==> config.mk <==
export PLATFORM = sky130hd
export DESIGN_NAME = seg_scan_driver
export DESIGN_NICKNAME = d
export VERILOG_FILES = /design/src/rtl/seg_pkg.sv /design/src/rtl/seg7_encode.sv /design/src/rtl/seg_scan_driver.sv
export SDC_FILE = /design/constraint.sdc
export NUM_CORES = 1
export LEC_CHECK = 0
export BUFFER_PORTS_ARGS = -buffer_cell sky130_fd_sc_hd__buf_2
export CORE_ASPECT_RATIO = 1.4
export CORE_MARGIN = 2
export CORE_UTILIZATION = 30
export DETAILED_ROUTE_END_ITERATION = 16
export GPL_TIMING_DRIVEN = 0
export HOLD_SLACK_MARGIN = 0.03
export SLEW_MARGIN = 30
export SYNTH_ARGS = -nofsm -noshare
export SYNTH_HDL_FRONTEND = slang
export SYNTH_HIERARCHICAL = 1
export SYNTH_SLANG_ARGS = --single-unit
==> constraint.sdc <==
create_clock -name clk -period 3.5 [get_ports clk]
set_input_delay 0.7 -clock clk [delete_from_list [all_inputs] [get_ports clk]]
set_output_delay 0.7 -clock clk [all_outputs]
set_load 0.01 [all_outputs]
==> src/rtl/seg_pkg.sv <==
// rtl/seg_pkg.sv - segment codes shared by the scan driver and its encoder
package seg_pkg;

  // Segment vector ordering is {g,f,e,d,c,b,a}, active-high.
  typedef logic [6:0] seg_t;

  localparam seg_t SEG_0     = 7'b0111111;
  localparam seg_t SEG_1     = 7'b0000110;
  localparam seg_t SEG_2     = 7'b1011011;
  localparam seg_t SEG_3     = 7'b1001111;
  localparam seg_t SEG_4     = 7'b1100110;
  localparam seg_t SEG_5     = 7'b1101101;
  localparam seg_t SEG_6     = 7'b1111101;
  localparam seg_t SEG_7     = 7'b0000111;
  localparam seg_t SEG_8     = 7'b1111111;
  localparam seg_t SEG_9     = 7'b1101111;
  localparam seg_t SEG_A     = 7'b1110111;
  localparam seg_t SEG_B     = 7'b1111100;
  localparam seg_t SEG_C     = 7'b0111001;
  localparam seg_t SEG_D     = 7'b1011110;
  localparam seg_t SEG_E     = 7'b1111001;
  localparam seg_t SEG_F     = 7'b1110001;
  localparam seg_t SEG_BLANK = 7'b0000000;

endpackage

==> src/rtl/seg7_encode.sv <==
// rtl/seg7_encode.sv - combinational nibble to seven-segment encoder
module seg7_encode
  import seg_pkg::*;
(
  input  logic [3:0] nibble,
  input  logic       hex_en,
  output seg_t       seg
);

  // Decimal digits always render; A-F render only when hex display is enabled.
  always_comb begin
    seg = SEG_BLANK;
    case (nibble)
      4'h0: seg = SEG_0;
      4'h1: seg = SEG_1;
      4'h2: seg = SEG_2;
      4'h3: seg = SEG_3;
      4'h4: seg = SEG_4;
      4'h5: seg = SEG_5;
      4'h6: seg = SEG_6;
      4'h7: seg = SEG_7;
      4'h8: seg = SEG_8;
      4'h9: seg = SEG_9;
      4'hA: seg = hex_en ? SEG_A : SEG_BLANK;
      4'hB: seg = hex_en ? SEG_B : SEG_BLANK;
      4'hC: seg = hex_en ? SEG_C : SEG_BLANK;
      4'hD: seg = hex_en ? SEG_D : SEG_BLANK;
      4'hE: seg = hex_en ? SEG_E : SEG_BLANK;
      4'hF: seg = hex_en ? SEG_F : SEG_BLANK;
      default: seg = SEG_BLANK;
    endcase
  end

endmodule

==> src/rtl/seg_scan_driver.sv <==
// rtl/seg_scan_driver.sv - multiplexed seven-segment scan driver with frame-synchronous update
module seg_scan_driver
  import seg_pkg::*;
#(
  parameter int NUM_DIGITS = 2,
  parameter int DIV_BITS   = 2,
  parameter bit HEX_EN     = 1'b1
) (
  input  logic                    clk,
  input  logic                    rst_n,
  input  logic                    ena,
  input  logic [4*NUM_DIGITS-1:0] value_i,
  input  logic [NUM_DIGITS-1:0]   dp_i,
  input  logic                    load_i,
  input  logic                    blank_lz_i,
  output logic [6:0]              seg_o,
  output logic                    dp_o,
  output logic [NUM_DIGITS-1:0]   digit_sel_o,
  output logic                    frame_o,
  output logic                    pending_o
);

  localparam int IDX_W = $clog2(NUM_DIGITS);
  localparam logic [IDX_W-1:0] LAST_IDX = IDX_W'(NUM_DIGITS - 1);

  // Scan timing state
  logic [DIV_BITS-1:0]     prescaler;
  logic [IDX_W-1:0]        scan_idx;

  // Display (currently shown) and shadow (waiting for next frame) registers
  logic [4*NUM_DIGITS-1:0] disp_val;
  logic [NUM_DIGITS-1:0]   disp_dp;
  logic [4*NUM_DIGITS-1:0] shadow_val;
  logic [NUM_DIGITS-1:0]   shadow_dp;
  logic                    pending;

  // Next-state values
  logic                    tick;
  logic                    boundary;
  logic [IDX_W-1:0]        idx_nxt;
  logic [4*NUM_DIGITS-1:0] disp_val_nxt;
  logic [NUM_DIGITS-1:0]   disp_dp_nxt;
  logic [4*NUM_DIGITS-1:0] shadow_val_nxt;
  logic [NUM_DIGITS-1:0]   shadow_dp_nxt;
  logic                    pending_nxt;

  // Next-digit rendering path
  logic [NUM_DIGITS-1:0]   zero_from;
  logic                    zero_acc;
  logic [3:0]              nib_nxt;
  seg_t                    enc_seg;
  logic                    blank_nxt;
  seg_t                    seg_nxt;
  logic                    dp_nxt;
  logic [NUM_DIGITS-1:0]   sel_nxt;

  // Scan tick, frame boundary and the index that the next edge will show
  always_comb begin
    tick     = ena && (&prescaler);
    boundary = tick && (scan_idx == LAST_IDX);
    idx_nxt  = scan_idx;
    if (tick) begin
      idx_nxt = boundary ? '0 : scan_idx + 1'b1;
    end
  end

  // Shadow/display handoff: content only changes on a frame boundary, and a
  // load landing exactly on the boundary goes straight to the display.
  always_comb begin
    disp_val_nxt   = disp_val;
    disp_dp_nxt    = disp_dp;
    shadow_val_nxt = shadow_val;
    shadow_dp_nxt  = shadow_dp;
    pending_nxt    = pending;
    if (boundary && load_i) begin
      disp_val_nxt = value_i;
      disp_dp_nxt  = dp_i;
      pending_nxt  = 1'b0;
    end else if (boundary && pending) begin
      disp_val_nxt = shadow_val;
      disp_dp_nxt  = shadow_dp;
      pending_nxt  = 1'b0;
    end else if (load_i) begin
      shadow_val_nxt = value_i;
      shadow_dp_nxt  = dp_i;
      pending_nxt    = 1'b1;
    end
  end

  // zero_from[k] is set when nibble k and every nibble above it are zero
  always_comb begin
    zero_from = '0;
    zero_acc  = 1'b1;
    for (int k = NUM_DIGITS - 1; k >= 0; k--) begin
      zero_acc     = zero_acc && (disp_val_nxt[4*k +: 4] == 4'h0);
      zero_from[k] = zero_acc;
    end
  end

  // Select the nibble for the digit shown after the next edge
  always_comb begin
    nib_nxt = disp_val_nxt[4*idx_nxt +: 4];
  end

  seg7_encode u_encode (
    .nibble (nib_nxt),
    .hex_en (HEX_EN),
    .seg    (enc_seg)
  );

  // Apply leading-zero blanking (never on digit 0) and build digit enables
  always_comb begin
    blank_nxt = blank_lz_i && (idx_nxt != '0) && zero_from[idx_nxt];
    seg_nxt   = blank_nxt ? SEG_BLANK : enc_seg;
    dp_nxt    = disp_dp_nxt[idx_nxt];
    sel_nxt   = NUM_DIGITS'(1) << idx_nxt;
  end

  // Prescaler and scan index advance only while enabled
  always_ff @(posedge clk or negedge rst_n) begin
    if (!rst_n) begin
      prescaler <= '0;
      scan_idx  <= '0;
    end else if (ena) begin
      prescaler <= prescaler + 1'b1;
      scan_idx  <= idx_nxt;
    end
  end

  // Display, shadow and pending bookkeeping; loads are accepted even when disabled
  always_ff @(posedge clk or negedge rst_n) begin
    if (!rst_n) begin
      disp_val   <= '0;
      disp_dp    <= '0;
      shadow_val <= '0;
      shadow_dp  <= '0;
      pending    <= 1'b0;
    end else begin
      disp_val   <= disp_val_nxt;
      disp_dp    <= disp_dp_nxt;
      shadow_val <= shadow_val_nxt;
      shadow_dp  <= shadow_dp_nxt;
      pending    <= pending_nxt;
    end
  end

  // Registered outputs move together with the index so they never disagree
  always_ff @(posedge clk or negedge rst_n) begin
    if (!rst_n) begin
      seg_o       <= SEG_0;
      dp_o        <= 1'b0;
      digit_sel_o <= NUM_DIGITS'(1);
      frame_o     <= 1'b0;
    end else begin
      frame_o <= boundary;
      if (tick) begin
        seg_o       <= seg_nxt;
        dp_o        <= dp_nxt;
        digit_sel_o <= sel_nxt;
      end
    end
  end

  assign pending_o = pending;

endmodule
==> summary.txt, run 1 <==
Finish
  • # nets final: ~240
  • Post-layout util: 37.5%
  • Share of layout cells above drive strength 1: 33.8%
  • Area of the multi-input gates: 1010 sq um
  • Design area: 2340 sq um
  • Non-filler cells, final: 300
  • # diodes: 0
  • Area growth from synthesis to layout: 20.2%
  • Register area: 885 sq um
  • # fillers: 662

Synthesis
  • Synthesized area: 1950 sq um
  • Post-Synth XOR/XNOR Area: 0.449%
  • Syn avg cell area: about 10 sq um
  • Synth Area in Compound Gates: 21.0%
  • Yosys cell types: 49
  • Top post-synthesis cells by area: dfrtp_1 36%, dfstp_2 9.4%, mux2_2 7.5%
  • Synth top area share: 35.9%
  • Biggest area consumer among synthesized cells: dfrtp_1
  • Number of synthesized flops with an enable pin: 0
  • Largest family of logic cells by synthesized area: compound AO/OA/AOI/OAI gates
  • Adder-Cell Fraction of Synth Area: 1.28%
  • Top-count cell post-synth: dfrtp_1
  • Primary FF master, synth: dfrtp_1
  • Yosys reg bits: 35
  • Fraction of synthesized area in multiplexers: between 10% and 20%
  • Synth Instances: ~190
  • Simple-gate portion of the synthesized area: 15.0%
  • Synth async-reset ratio: 100%
  • Post-synthesis sequential area ratio: 45.3%
  • Synth Warn #: 6
  • Top post-synthesis cells by count: 28 x dfrtp_1, 15 x nand2_1, 14 x a21oi_1

Setup path
  • FF-to-FF setup slack: roughly 0.2 ns
  • CP max stage delay: ~0.40 ns
  • Worst setup EP type: flop
  • Reg2Reg Capture Point: seg_o[6]
  • Reg2reg start: prescaler[0]
  • Reg2Reg Depth: 15
  • Req. time, crit path: 3.62 ns
  • Most used cell, CP: ha_1
  • Max FO, Critical Path: 10
  • Crit start category: flop
  • CP Cell Sequence: ha_1 -> nand2_4 -> buf_6 -> inv_1 -> ha_1 -> and2_1 -> a22o_1 -> or2_1 -> mux2_2 -> buf_4 -> or3_4 -> o221ai_1 -> nor2_1 -> mux2i_1 -> a41oi_1
  • Critical path class: reg2reg
  • Slowest-stage cell, CP: dfrtp_1
  • WP data arrival: between 3 and 4 ns

Power and ir drop
  • Maximum vdd drop: ~0.28 mV
  • Leak: roughly 1.1 nW
  • Power per Cell Area: ~1000 nW/um^2
  • Total power draw: 2.40 mW

Route
  • DRT Pass-1 Iters: 4
  • Routed Antenna Nets: 0
  • DRC: 0
  • DRT iter0 DRCs: 64
  • Drt via density: a little over 5
  • Vias: 1550
  • Drt wl/cell: approximately 15 um
  • Final WL: 4510 um

Clocking
  • CTS tree: done
  • Setup bufs post-CTS: 0
  • Clk slew on worst S/H paths: 0.08 ns
  • Clock insertion delay at the later pin of the skew report: between 0.2 and 0.3 ns
  • Root buf cell: clkbuf_8
  • Post-CTS Hold Buffers: 0
  • CTS Buf Count: 5
  • Clock sink count: 35
  • Max clock buf depth: 2
  • H-tree lvl count: 2

Floorplanning
  • Starting Density: 31.2%
  • Number of I/O pins: 27
  • Die span in x: roughly 72 um
  • Rows: 34
  • Die area: 7170 sq um
  • CORE AREA: 6250 sq um
  • Die Height: 99.4 um

STA
  • Clk_skew: 0.00650 ns
  • F_max: 304 MHz
  • Fin. max-slew vios: 0
  • Worst hold slack: about 0.48 ns
  • Final setup TNS: 0 ns
  • Final worst slack: ~0.21 ns
  • Worst-Margin Slew: approximately 0.77 ns
  • Tmin final: 3.29 ns
  • Final Setup Violations: 0
  • Worst relative slew slack: 49.0%
  • Unrepaired setup endpoints after global routing: no
  • Final period util: 94.1%
  • Hold Fails Final Rpt: 0

Placement
  • Post-placement cell area: roughly 2200 sq um
  • Placed Cells: 293
  • RD Place Congestion: 0.781
  • Port bufs: 26
  • Setup Slack @ Placement: -0.455 ns
  • Hpwl dp: 3330 um

Global route
  • Initial antenna violation count: 0
  • Total global-route track usage: 13.8%
  • Global route total overflow: 0
  • First-pass GRT wire length: roughly 7800 um
  • Pin count of the biggest net entering global routing: 36
  • Vias in the first global route: 1643

Outcome
  • Status: complete, no violations

Min path
  • Hold Crit Class: in2async

Run
  • Max cap viols: 0
==> final cells by class <==
type / count / share of cell area, %
tap: 72 / 3.84
sequential: 35 / 37.7
multi-input combinational: 139 / 43.3
clock buffer: 5 / 2.93
buffer: 10 / 3.20
inverter: 10 / 1.60
timing repair buffer: 26 / 5.55
clock inverter: 3 / 1.87
==> worst max path at each step <==
| stage | startpoint | endpoint | slack, ns | cells after the start |
|---|---|---|---|---|
| floorplan | ena | seg_o[3] | 0.25 | 14 |
| global route | prescaler[0] | seg_o[6] | 0.008 | 17 |
| CTS | prescaler[0] | seg_o[4] | 0.06 | 17 |
| finish | prescaler[0] | seg_o[6] | 0.21 | 15 |
| detailed placement | ena | seg_o[4] | -0.46 | 17 |
| global placement | ena | seg_o[4] | -0.43 | 17 |
==> state kept, by name, summed over array words and instances, names as in the netlist <==
| register | flops |
|---|---|
| scan_idx | 1 |
| seg_o | 7 |
| digit_sel_o | 2 |
| frame_o | 1 |
| pending_o | 1 |
| disp_dp | 2 |
| shadow_val | 8 |
| dp_o | 1 |
| disp_val | 8 |
| prescaler | 2 |
| shadow_dp | 2 |
==> placed cells by master (no fill, tap or decap), types with 2 or more instances in the layout <==
| master | n |
|---|---|
| a2111oi_2 | 2 |
| a211o_1 | 3 |
| a21oi_1 | 13 |
| a22o_1 | 2 |
| a41oi_1 | 7 |
| and2_1 | 2 |
| and3_1 | 3 |
| buf_2 | 29 |
| buf_4 | 3 |
| buf_6 | 3 |
| clkbuf_8 | 5 |
| conb_1 | 7 |
| dfrtp_1 | 28 |
| dfstp_2 | 7 |
| ha_1 | 2 |
| inv_1 | 10 |
| mux2_2 | 13 |
| mux2i_1 | 7 |
| nand2_1 | 14 |
| nand2b_1 | 4 |
| nand3_1 | 2 |
| nand3b_1 | 4 |
| nor2_1 | 10 |
| nor2b_1 | 3 |
| o21ai_0 | 7 |
| o22ai_1 | 6 |
| o2bb2ai_1 | 2 |
| or2_1 | 2 |
==> critical path, delay by kind of cell (launching register included) <==
kind,cells,cell delay (ns)
muxes,2,0.45
AOI/OAI and AO/OA,3,0.40
adders and majority gates,2,0.44
DFF,1,0.40
and+or+nand+nor,5,1.03
buffers and inverters,3,0.41
==> cells by family (layout without fill, tap and decap cells) <==
group | count (synthesis) | in the layout
simple gates | 52 | 52
flops | 35 | 35
fa+ha+maj | 2 | 2
mux | 20 | 20
xor+xnor | 1 | 1
buf+inv | 21 | 54
compound gates | 57 | 57
other cells | 1 | 7
==> power by group <==
part	switching (mW)	internal, mW	total [mW]	leakage (nW)
clock network	0.151	0.212	0.363	0.0581
registers	0.0902	0.596	0.686	0.404
logic	0.748	0.602	1.35	0.614
total	0.989	1.41	2.40	1.08
==> timing repair <==
item | CTS | global route
resized for setup | 3 | 8
pin swaps | 0 | 1
endpoints found under the setup margin | 7 | 7
==> per-layer routing <==
layer  vias to the layer above  part of all wire (%)  track usage (%)
li1                        757                     -                -
met1                       747                    43             16.0
met2                        34                    51             24.1
met4                         0                   3.3             6.68
met5                         -                     0                0
met3                        12                   3.0             2.43
Note: power is estimated with default switching activity, not from simulation.
==> inputs of run 2 (changes only) <==
- RECOVER_POWER: not set -> 50
==> summary.txt, run 2 (synthesized netlist as in run 1, its figures left out) <==
Outcome
  • Status: finished, violations left
  • Failing checks: max-capacitance violations, max-slew violations

Route
  • Final WL: about 4500 um
  • Drt via density: between 5 and 6
  • Routed Antenna Nets: 0
  • Vias: 1549
  • DRT iter0 DRCs: 91
  • DRC: 0
  • DRT Pass-1 Iters: 4
  • Drt wl/cell: between 15 and 20 um

Clocking
  • Clock insertion delay at the later pin of the skew report: 0.29 ns
  • Max clock buf depth: 2
  • Root buf cell: clkbuf_8
  • CTS Buf Count: 5
  • Setup bufs post-CTS: 0
  • CTS tree: done
  • Clock sink count: 35
  • H-tree lvl count: 2
  • Clk slew on worst S/H paths: 0.08 ns

STA
  • Worst hold slack: 0.476 ns
  • Hold Fails Final Rpt: 0
  • Clk_skew: 0.00703 ns
  • Final worst slack: between 0.2 and 0.25 ns
  • Tmin final: between 3 and 4 ns
  • Worst relative slew slack: -20.9%
  • Worst-Margin Slew: 1.81 ns
  • Final setup TNS: 0 ns
  • Final period util: 94.1%
  • F_max: between 300 and 400 MHz
  • Unrepaired setup endpoints after global routing: no
  • Final Setup Violations: 0
  • Fin. max-slew vios: 36

Setup path
  • CP Cell Sequence: ha_1 -> nand2_4 -> buf_6 -> inv_1 -> ha_1 -> and2_1 -> a22o_1 -> or2_1 -> mux2_2 -> buf_4 -> or3_4 -> o221ai_1 -> nor2_1 -> mux2i_1 -> a41oi_1
  • Max FO, Critical Path: 10
  • Crit start category: flop
  • Cell count along the critical path: 15
  • Most used cell, CP: ha_1
  • CP max stage delay: 0.40 ns
  • Worst setup EP type: flop
  • Reg2Reg Depth: 15
  • CP top delay family: simple AND/OR/NAND/NOR gates
  • Critical path buffers and inverters: 3
  • Req. time, crit path: 3.62 ns
  • WP data arrival: 3.41 ns
  • Slowest-stage cell, CP: dfrtp_1
  • Critical path class: reg2reg

Finish
  • # nets final: 244
  • Most frequent cells in the layout: 28 x dfrtp_1, 26 x buf_2, 14 x nand2_1
  • Commonest non-fill, non-tap cell in the layout: dfrtp_1
  • Biggest regs: disp_val (8), shadow_val (8), seg_o (7)
  • Area growth from synthesis to layout: 20.0%
  • Share of layout cells above drive strength 1: 32.5%
  • # diodes: 0

Placement
  • Setup Slack @ Placement: -0.455 ns
  • Hpwl dp: approximately 3300 um
  • RD Place Congestion: between 0.7 and 0.8
  • Port bufs: 26

Power and ir drop
  • Comb pwr share: 56.2%
  • Switching portion of total power: 41.2%
  • Total power draw: 2.39 mW
  • Leak: roughly 1.1 nW
  • Power per Cell Area: 1020 nW/um^2
  • Clock power share: between 15 and 20%
  • Part of the power in registers: 28.7%
  • Sw power: about 1000 uW
  • Maximum vdd drop: 0.277 mV
  • Pint: 1.41 mW

Global route
  • First-pass GRT wire length: a little under 8000 um
  • Initial antenna violation count: 0
  • Global route total overflow: 0
  • Vias in the first global route: 1643
  • Pin count of the biggest net entering global routing: 36
  • Total global-route track usage: 13.8%

Run
  • Max cap viols: 1

Floorplanning
  • Number of I/O pins: 27
  • Die span in x: 72.2 um
  • Rows: 34
  • Die Height: 99.4 um
  • Starting Density: 31.2%
  • CORE AREA: 6250 sq um
  • Die area: 7170 sq um

Min path
  • Hold Crit Class: reg2reg
  • Worst hold path depth: 1
## run 2: cell count changes in the layout (fill, tap and decap cells not counted)
cell,previous run,this run
buf_2,29,26
clkbuf_1,1,4
## run 2: worst paths after layout
path	startpoint	to	slack (ns)
min	digit_sel_o[1]	digit_sel_o[1]	0.48
max in group asynchronous	rst_n	shadow_val[0]	1.56
min in group asynchronous	rst_n	prescaler[0]	0.89
max reg2reg	prescaler[0]	seg_o[6]	0.21
min reg2reg	digit_sel_o[1]	digit_sel_o[1]	0.48
max	prescaler[0]	seg_o[6]	0.21
## run 2: area by class of cell
type                    count  area (sq um)
clock inverters             3          43.8
flip-flops and latches     35           885
well taps                  72          90.1
plain buffers              10          75.1
clock buffers               5          68.8
inverters                  10          37.5
fillers                   663          3910
repair buffers             26           126
multi-input cells         139          1010
## run 2: worst reg2reg max path, delay by kind of cell, from the launching register on
kind            cells  cell delay (ns)
compound gates      3             0.40
fa+ha+maj           2             0.44
buf+inv             3             0.42
flops               1             0.40
mux                 2             0.44
simple gates        5             1.03
## run 2: per-stage QoR
step	instances	utilization, %	cell area (sq um)
after floorplan	195	-	1970
after global placement	293	35.1	2190
after detailed placement	293	35.1	2190
after CTS	301	37.0	2310
after global routing	300	37.4	2340
final	300	37.4	2340
## run 2: per-layer routing
metal	wire length [um]	global-route usage, %	vias to the layer above	part of all wire [%]
met4	149	6.68	0	3.3
li1	-	-	756	-
met1	1920	16.0	748	42
met2	2330	24.1	33	51
met3	128	2.43	12	2.8
met5	0	0	-	0
## run 2: power by group through the flow
stage                     sequential [mW]  clock (mW)  combinational (mW)
after floorplan                     0.704           0               0.973
after global placement              0.683           0                1.30
after detailed placement            0.691           0                1.31
after CTS                           0.683       0.373                1.33
after global routing                0.714       0.389                1.52
final                               0.686       0.362                1.35
## run 2: what timing repair did
item,4_1_cts,5_1_grt
pin swaps,0,1
endpoints found under the hold margin,0,0
setup endpoints to repair,7,7
hold buffers,0,0
resized for setup,3,8
==> inputs of run 3 (changes only) <==
- ABC_AREA: not set -> 1
- CORE_ASPECT_RATIO: 1.4 -> 1.2
==> summary.txt, run 3 <==
Outcome
  • Status: finished, violations left
  • Failing checks: max-capacitance violations, max-slew violations

Route
  • Drt via density: 4.36
  • Drt wl/cell: 10.8 um
  • DRT Pass-1 Iters: 5
  • Vias: 1523
  • DRT iter0 DRCs: 68
  • DRC: 0
  • Routed Antenna Nets: 0
  • Final WL: 3790 um

Setup path
  • Reg2Reg Capture Point: seg_o[1]
  • WP data arrival: 3.34 ns
  • Most used cell, CP: nand2_1
  • CP max stage delay: 0.40 ns
  • Crit path from: prescaler[0]
  • Max FO, Critical Path: 10
  • Critical path class: reg2reg
  • CP top delay family: simple AND/OR/NAND/NOR gates
  • Crit start category: flop
  • Reg2Reg Depth: 20
  • Req. time, crit path: around 3.7 ns
  • Reg2reg start: prescaler[0]
  • Slowest-stage cell, CP: dfrtp_1
  • Worst setup EP type: flop
  • FF-to-FF setup slack: around 0.39 ns
  • CP Cell Sequence: ha_1 -> nand2_1 -> clkinv_1 -> ha_1 -> buf_6 -> nand2_4 -> buf_4 -> nor2_1 -> a31oi_1 -> nand2_1 -> o21ai_1 -> inv_2 -> nor2_2 -> nand2_1 -> nand2_1 -> nand2_1 -> nand3_1 -> nand2_1 -> o21bai_1 -> nand2_1
  • Critical path buffers and inverters: 4

Synthesis
  • Number of synthesized flops with an enable pin: 0
  • Primary FF master, synth: dfrtp_1
  • Top post-synthesis cells by area: dfrtp_1 38%, nand2_1 16%, dfstp_2 9.9%
  • Top-count cell post-synth: nand2_1
  • Synthesized area: 1850 sq um
  • Synth Instances: approximately 230
  • Synth Area in Compound Gates: 8.31%
  • Adder-Cell Fraction of Synth Area: 1.35%
  • Fraction of synthesized area in multiplexers: between 4 and 5%
  • Top post-synthesis cells by count: 78 x nand2_1, 28 x dfrtp_1, 18 x inv_1, 18 x nand3_1, 18 x nor2_1
  • Syn avg cell area: approximately 8.1 sq um
  • Yosys reg bits: 35
  • Largest family of logic cells by synthesized area: simple AND/OR/NAND/NOR gates
  • Post-Synth XOR/XNOR Area: 0.473%
  • Biggest area consumer among synthesized cells: dfrtp_1
  • Yosys cell types: 30
  • Synth Warn #: 6
  • Synth top area share: 37.8%
  • Post-synthesis sequential area ratio: 47.8%
  • Synth async-reset ratio: 100%
  • Simple-gate portion of the synthesized area: 30.7%

Min path
  • Worst Hold Launch: seg_o[2]
  • Hold Crit Class: reg2reg
  • Worst hold path depth: 2
  • Hold Path End: seg_o[2]

STA
  • Unrepaired setup endpoints after global routing: no
  • Final period util: 88.9%
  • Worst-Margin Slew: approximately 1.9 ns
  • Clk_skew: between 0.005 and 0.006 ns
  • Worst relative slew slack: -25.5%
  • Fin. max-slew vios: 36
  • Worst hold slack: roughly 0.47 ns
  • F_max: 321 MHz
  • Hold Fails Final Rpt: 0
  • Tmin final: 3.11 ns
  • Final Setup Violations: 0

Global route
  • Global route total overflow: 0
  • Met2 usage in global routing: a little under a quarter
  • Met3 Use GR: roughly 3.4%
  • GRT Max-Usage Layer: met2
  • Vias in the first global route: about 1600
  • Pin count of the biggest net entering global routing: 36
  • GR Layer Usage met1: 15.1%
  • First-pass GRT wire length: 6990 um
  • Initial antenna violation count: 0
  • Total global-route track usage: 13.0%

Run
  • Max cap viols: 1

Clocking
  • Max clock buf depth: 2
  • Root buf cell: clkbuf_8
  • CTS Buf Count: 5
  • Setup bufs post-CTS: 0
  • Post-CTS Hold Buffers: 0
  • Clock sink count: 35
  • H-tree lvl count: 2
  • Clk slew on worst S/H paths: 0.07 ns
  • Clock insertion delay at the later pin of the skew report: 0.28 ns
  • CTS tree: done

Finish
  • Post-layout util: between 30% and 40%
  • Commonest non-fill, non-tap cell in the layout: nand2_1
  • # diodes: 0
  • Most frequent cells in the layout: 78 x nand2_1, 28 x dfrtp_1, 23 x buf_2
  • Area growth from synthesis to layout: 18.6%
  • Design area: 2200 sq um
  • # fillers: 652
  • # nets final: 284
  • Biggest regs: disp_val (8), shadow_val (8), seg_o (7)
  • Share of layout cells above drive strength 1: between 20% and 30%

Floorplanning
  • Rows: 31
  • CORE AREA: between 6000 and 7000 sq um
  • Starting Density: 30.8%
  • Die Height: 90.1 um
  • Die area: 6820 sq um
  • Number of I/O pins: 27
  • Die span in x: between 70 and 80 um

Power and ir drop
  • Total power draw: 2.08 mW
  • Leak: ~1.1 nW
  • Power per Cell Area: 947 nW/um^2
  • Maximum vdd drop: 0.321 mV

Placement
  • Post-placement cell area: 2110 sq um
  • RD Place Congestion: ~0.94
  • Port bufs: 26
  • Hpwl dp: 2910 um
## run 3: layer usage
layer | part of all wire [%] | wire length (um) | up-vias
met1 | 42 | 1610 | 691
met2 | 51 | 1940 | 28
met4 | 1.5 | 56 | 0
met5 | 0 | 0 | -
met3 | 4.7 | 178 | 6
li1 | - | - | 798
## run 3: final cells by class
cell class	count	area (sq um)	share of cell area, %
well taps	82	103	4.67
inverters	24	90.1	4.10
plain buffers	5	38.8	1.77
clock inverters	1	5.00	0.228
multi-input cells	170	868	39.5
flip-flops and latches	35	885	40.3
clock buffers	6	82.6	3.76
repair buffers	26	125	5.69
## run 3: how the worst max path moves through the flow
stage / end / slack [ns] / depth (start not counted)
after floorplan: seg_o[6] / 0.53 / 18
after global placement: seg_o[6] / -0.08 / 19
after detailed placement: seg_o[6] / -0.15 / 19
after CTS: seg_o[6] / 0.11 / 19
after global routing: seg_o[1] / 0.003 / 20
final: seg_o[1] / 0.39 / 20
## run 3: worst reg2reg max path, cell delays in order, from the launching register on
cell and delay (ns):
dfrtp_1 0.40, ha_1 0.20, nand2_1 0.08, clkinv_1 0.27
ha_1 0.32, buf_6 0.14, nand2_4 0.12, buf_4 0.18
nor2_1 0.05, a31oi_1 0.18, nand2_1 0.07, o21ai_1 0.25
inv_2 0.11, nor2_2 0.15, nand2_1 0.08, nand2_1 0.06
nand2_1 0.07, nand3_1 0.07, nand2_1 0.05, o21bai_1 0.16
nand2_1 0.06
## run 3: cells by family after synthesis
logic type / Yosys count
compound gates: 25
other cells: 1
simple gates: 128
mux: 7
flops: 35
xor+xnor: 1
fa+ha+maj: 2
buf+inv: 29
## run 3: report_power, final
part | switching (mW) | internal, mW
logic | 0.724 | 0.407
clock network | 0.141 | 0.154
registers | 0.0672 | 0.586
total | 0.933 | 1.15
## run 3: stage by stage
stage | setup WS (ns) | instances | setup TNS [ns]
6_report | 0.387 | 349 | 0
5_1_grt | 0.00260 | 349 | 0
4_1_cts | 0.107 | 349 | 0
3_5_place_dp | -0.150 | 342 | -0.557
3_3_place_gp | -0.0784 | 342 | -0.188
2_1_floorplan | 0.532 | 234 | 0
## run 3: what timing repair did
item	CTS	global route
endpoints found under the hold margin	0	0
gates resized for setup	0	4
setup endpoints to repair	0	7
